### config.mk
export PLATFORM = sky130hd
export DESIGN_NAME = wca_dsp_count_capture
export DESIGN_NICKNAME = d
export VERILOG_FILES = /design/src/rtl/wca_dsp_pkg.sv /design/src/rtl/wca_dsp_sync_fifo.sv /design/src/rtl/wca_dsp_count_capture.sv
export SDC_FILE = /design/constraint.sdc
export NUM_CORES = 1
export LEC_CHECK = 0
export CORE_MARGIN = 3
export CORE_UTILIZATION = 40
export CTS_CLUSTER_SIZE = 30
export DETAILED_ROUTE_END_ITERATION = 10
export MAX_ROUTING_LAYER = met4
export RECOVER_POWER = 50
export SLEW_MARGIN = 5
export SYNTH_ARGS = -nofsm -noshare
export SYNTH_HDL_FRONTEND = slang
export SYNTH_HIERARCHICAL = 1
export SYNTH_SLANG_ARGS = --single-unit
### constraint.sdc
create_clock -name clock -period 5.01 [get_ports clock]
set_input_delay 1.2525 -clock clock [delete_from_list [all_inputs] [get_ports clock]]
set_output_delay 1.2525 -clock clock [all_outputs]
set_load 0.02 [all_outputs]
### src/rtl/wca_dsp_pkg.sv
// rtl/wca_dsp_pkg.sv - shared DSP counter/capture defaults
package wca_dsp_pkg;

   // Counter MSB index; count buses are WCA_DSP_MAXBITS+1 bits wide.
   localparam int WCA_DSP_MAXBITS       = 24;
   // Capture FIFO holds 2**WCA_CAPTURE_DEPTH_LOG2 entries.
   localparam int WCA_CAPTURE_DEPTH_LOG2 = 2;

endpackage

### src/rtl/wca_dsp_sync_fifo.sv
// rtl/wca_dsp_sync_fifo.sv - show-ahead single-clock FIFO with explicit level
module wca_dsp_sync_fifo #(
   parameter int WIDTH      = 25,
   parameter int DEPTH_LOG2 = 2
) (
   input  logic                  clock,
   input  logic                  reset,
   input  logic                  push,
   input  logic [WIDTH-1:0]      push_data,
   input  logic                  pop,
   output logic [WIDTH-1:0]      rd_data,
   output logic                  rd_valid,
   output logic [DEPTH_LOG2:0]   level,
   output logic                  full
);

   localparam int DEPTH = 2 ** DEPTH_LOG2;
   localparam int LW    = DEPTH_LOG2 + 1;

   logic [WIDTH-1:0]      mem [DEPTH];
   logic [DEPTH_LOG2-1:0] wr_ptr;
   logic [DEPTH_LOG2-1:0] rd_ptr;
   logic                  do_pop;
   logic                  do_push;

   // A pop on an empty FIFO is ignored; a push into a full FIFO only lands
   // when a pop frees the head slot in the same cycle.
   assign rd_valid = (level != '0);
   assign full     = (level == LW'(DEPTH));
   assign do_pop   = pop & rd_valid;
   assign do_push  = push & (~full | do_pop);
   assign rd_data  = mem[rd_ptr];

   // Storage, pointers (wrap naturally) and the independently tracked level.
   always_ff @(posedge clock or posedge reset) begin
      if (reset) begin
         wr_ptr <= '0;
         rd_ptr <= '0;
         level  <= '0;
         for (int i = 0; i < DEPTH; i++) mem[i] <= '0;
      end else begin
         if (do_push) begin
            mem[wr_ptr] <= push_data;
            wr_ptr      <= wr_ptr + 1'b1;
         end
         if (do_pop) rd_ptr <= rd_ptr + 1'b1;
         level <= level + LW'(do_push) - LW'(do_pop);
      end
   end

endmodule

### src/rtl/wca_dsp_count_capture.sv
// rtl/wca_dsp_count_capture.sv - trigger-edge capture of the DSP counter value
module wca_dsp_count_capture
   import wca_dsp_pkg::*;
#(
   parameter int MAXBITS    = WCA_DSP_MAXBITS,
   parameter int DEPTH_LOG2 = WCA_CAPTURE_DEPTH_LOG2
) (
   input  logic                  clock,
   input  logic                  reset,
   input  logic [MAXBITS:0]      count,
   input  logic                  enable,
   input  logic                  trigger,
   input  logic                  rd_req,
   input  logic                  clear_ovf,
   output logic [MAXBITS:0]      rd_data,
   output logic                  rd_valid,
   output logic [DEPTH_LOG2:0]   level,
   output logic                  overflow
);

   logic trig_d;
   logic trig_edge;
   logic full;
   logic drop;

   // Enable gates the edge itself, so a trigger already high when enable
   // rises produces no capture.
   assign trig_edge = trigger & ~trig_d & enable;
   // A capture is lost only when full and the head is not popped this cycle.
   assign drop      = trig_edge & full & ~(rd_req & rd_valid);

   // Trigger history; resets high so a trigger held through reset is not an edge.
   always_ff @(posedge clock or posedge reset) begin
      if (reset) trig_d <= 1'b1;
      else       trig_d <= trigger;
   end

   // Sticky overflow; a drop in the same cycle as clear_ovf keeps it set.
   always_ff @(posedge clock or posedge reset) begin
      if (reset)          overflow <= 1'b0;
      else if (drop)      overflow <= 1'b1;
      else if (clear_ovf) overflow <= 1'b0;
   end

   wca_dsp_sync_fifo #(
      .WIDTH      (MAXBITS + 1),
      .DEPTH_LOG2 (DEPTH_LOG2)
   ) u_fifo (
      .clock     (clock),
      .reset     (reset),
      .push      (trig_edge),
      .push_data (count),
      .pop       (rd_req),
      .rd_data   (rd_data),
      .rd_valid  (rd_valid),
      .level     (level),
      .full      (full)
   );

endmodule

==> results.yml, run 1 <==
outcome:
  outcome: "complete, but fails checks"
  violations: "max-capacitance violations, max-slew violations"
cts:
  clk_path_buf_depth: 2
  cts_root_buf: "clkbuf_16"
  clock-sinks: 109
  cts_made_buffers: 9
  cts_setup_buffers: 0
  ctsResizeCount: 0
  cts_tree: "done"
  cts_hold_buf: 0
  clk_latency_ps: 340
  clk_pin_slew_worst_paths_ps: 70
  cts_max_level: 3
yosys:
  synth-edff-count: 0
  ys.flop_type: "dfrtp_1"
  synth.distinct_cells: 24
  avgSynthCellArea_um2: 16.9
  synth_xor_xnor_area_share: 0.00907
  synth-seq-area-share: 0.565
  syn_nets: 322
  syn_inst: 285
  synth_area_leaders: "dfrtp_1, mux2_2, mux4_2"
  async_flop_share: 1.00
  synth-adder-area-share: 0.0171
  yosys.area.top_type: "dfrtp_1"
  synth_area_um2: 4830
  yosys_register_bits: 109
  synth_top_area_share: 0.560
  synth_top_family_by_area: "multiplexers"
  synth_compound_area_frac: 0.00207
  muxShareOfSynthArea: 0.354
  synth_warnings: 6
  yosys.area_share.simple: 0.0231
timing:
  hold_viol_final: 0
  setup_violations: 0
  period_minus_slack_ps: 4310
  max_clock_freq_mhz: 232
  fin_ws_ps: 698
  tns_ps: 0
  skew_ps: 5.41
  tightest_slew_ps: 2500
  finalMaxSlewViolations: 77
  rsz0062_at_grt: "false"
  slew_headroom: -0.674
  fin_crit_sh: 0.861
place:
  place_hpwl_um: 5830
  place_congestion: 0.730
  port_buffers: 60
  place_ws_ps: 1270
worst_setup_path:
  rr_startpoint: "trig_d$_DFF_PP1_"
  path_class: "input pin to register"
  critPathRequiredTime_ps: 5230
  worst_path_max_delay_cell: "nor2_1"
  worst_setup_path_end_kind: "register"
  path_max_fanout: 25
  critPathLaunch: "trigger"
  worstSetupStartpointType: "input pin"
  crit_chain: "dlygate4sd3_1 -> and3b_1 -> nand2_1 -> nor2_1 -> mux2_2"
  slowest_delay_ps: 1840
  arrival_ps: 4530
floorplan:
  num_rows: 39
  die_y_um: 116
  coreArea_um2: 11600
  io_pins: 61
  die-area_um2: 13400
  start_util: 0.416
  die_x_um: 116
detailed_routing:
  drc: 0
  ant_nets: 0
  drt_iter0_drc: 129
  wire_per_inst_um: 18.8
  wl_um: 9280
  viasPerCell: 5.29
  dr.pass1.iters: 3
  vias: 2611
global_route:
  globalRoute.totalOverflow: 0
  grt_pass1_wl_um: 15500
  grt_usage: 0.158
  first_global_vias: 2964
  antenna_found_initial: 0
  grt_max_degree: 51
pwr:
  p_leak_nw: 2.44
  ir_drop_mv: 0.268
  p_per_area_nw_per_um2: 692
  finalPower_mw: 4.04
finish:
  area.growth.synth_to_final_pct: 20.7
  layout-drive-gt1-share: 0.439
  num_antenna_cells: 0
  fin_util: 0.502
  n_fill_cell: 987
  multiInputGateArea_um2: 1970
  layout_commonest_cell: "dfrtp_1"
  seqCellArea_um2: 2730
  fin_nets: 383
  final_cell_mix: "dfrtp_1, mux2_2, clkdlybuf4s50_1, mux4_2, clkbuf_16"
worst_hold_path:
  min_from: "overflow$_DFFE_PP0P_"
  min_path_type: "register to register"
run:
  maxCapViolCount: 2
[synthesized netlist by cell type, types with 4 or more instances]
master and n:
nand2_1 6, buf_2 4, buf_6 8, xnor2_1 4
ha_1 5, mux4_2 25, nor2_2 4, mux2_2 101
dfrtp_1 108, inv_1 6
[metrics by stage]
step                instances  instance area [µm²]  hold WS, ps
finish                    494                 5830          498
global route              494                 5830          520
CTS                       494                 5840          505
detailed placement        478                 5540          485
global placement          478                 5540          484
floorplan                 285                 4830          475
[logic make-up after synthesis]
logic type	after synthesis
multiplexers	127
flip-flops	109
buffers and inverters	20
AND/OR/NAND/NOR	17
adder cells (fa/ha/maj)	6
XOR/XNOR	5
AO/OA/AOI/OAI	1
[worst max-delay path: cells and delay by family]
| family | cells | cell delay [ps] |
|---|---|---|
| and+or+nand+nor | 3 | 2250 |
| buffers and inverters | 1 | 550 |
| muxes | 1 | 470 |
[path summary, 6_finish.rpt]
kind                                              endpoint  slack, ps  cells past startpoint
worst max-delay path            u_fifo/mem[60]$_DFFE_PP0P_        700                      5
worst min-delay path                  overflow$_DFFE_PP0P_        500                      1
worst max register to register  u_fifo/mem[60]$_DFFE_PP0P_       1760                      4
worst min register to register        overflow$_DFFE_PP0P_        500                      1
max in group asynchronous       u_fifo/mem[56]$_DFFE_PP0P_       1460                      3
min in group asynchronous             overflow$_DFFE_PP0P_       1230                      2
[layout make-up]
| cell class | count | share of cell area |
|---|---|---|
| Clock buffer | 9 | 0.0386 |
| Tap cell | 143 | 0.0307 |
| Sequential cell | 109 | 0.468 |
| Inverter | 6 | 0.00408 |
| Timing Repair Buffer | 64 | 0.107 |
| Clock inverter | 7 | 0.0127 |
| Multi-Input combinational cell | 156 | 0.338 |
[flip-flops by register name, indices dropped and copies added, names as in the netlist]
signal and flops:
u_fifo/wr_ptr 2, u_fifo/mem 100, u_fifo/level 3, trig_d 1, u_fifo/rd_ptr 2, overflow 1
[layer usage]
| metal | share of wire | track usage | wire length [µm] | up-vias |
|---|---|---|---|---|
| met5 | 0 | - | 0 | - |
| met4 | 0.010 | 0.0340 | 97 | 0 |
| met3 | 0.034 | 0.0444 | 320 | 7 |
| met2 | 0.50 | 0.258 | 4660 | 41 |
| met1 | 0.45 | 0.199 | 4190 | 1395 |
| li1 | - | - | - | 1168 |
[power breakdown]
part	internal [mW]	total [mW]	switching, mW
combinational	1.05	1.73	0.685
clock	0.388	0.706	0.317
sequential	1.31	1.60	0.283
total	2.75	4.04	1.29
Note: power is estimated with default switching activity, not from simulation.
==> inputs of run 2 (changes only) <==
--- a/config.mk
+++ b/config.mk
@@ -5,6 +5,7 @@
 export SDC_FILE = /design/constraint.sdc
 export NUM_CORES = 1
 export LEC_CHECK = 0
+export ABC_CLOCK_PERIOD_IN_PS = 5010
 export CORE_MARGIN = 3
 export CORE_UTILIZATION = 40
 export CTS_CLUSTER_SIZE = 30
@@ -16,3 +17,4 @@
 export SYNTH_HDL_FRONTEND = slang
 export SYNTH_HIERARCHICAL = 1
 export SYNTH_SLANG_ARGS = --single-unit
+export TNS_END_PERCENT = 5
==> results of run 2 <==
The final DEF is identical to that of run 1; final timing and power are the same.
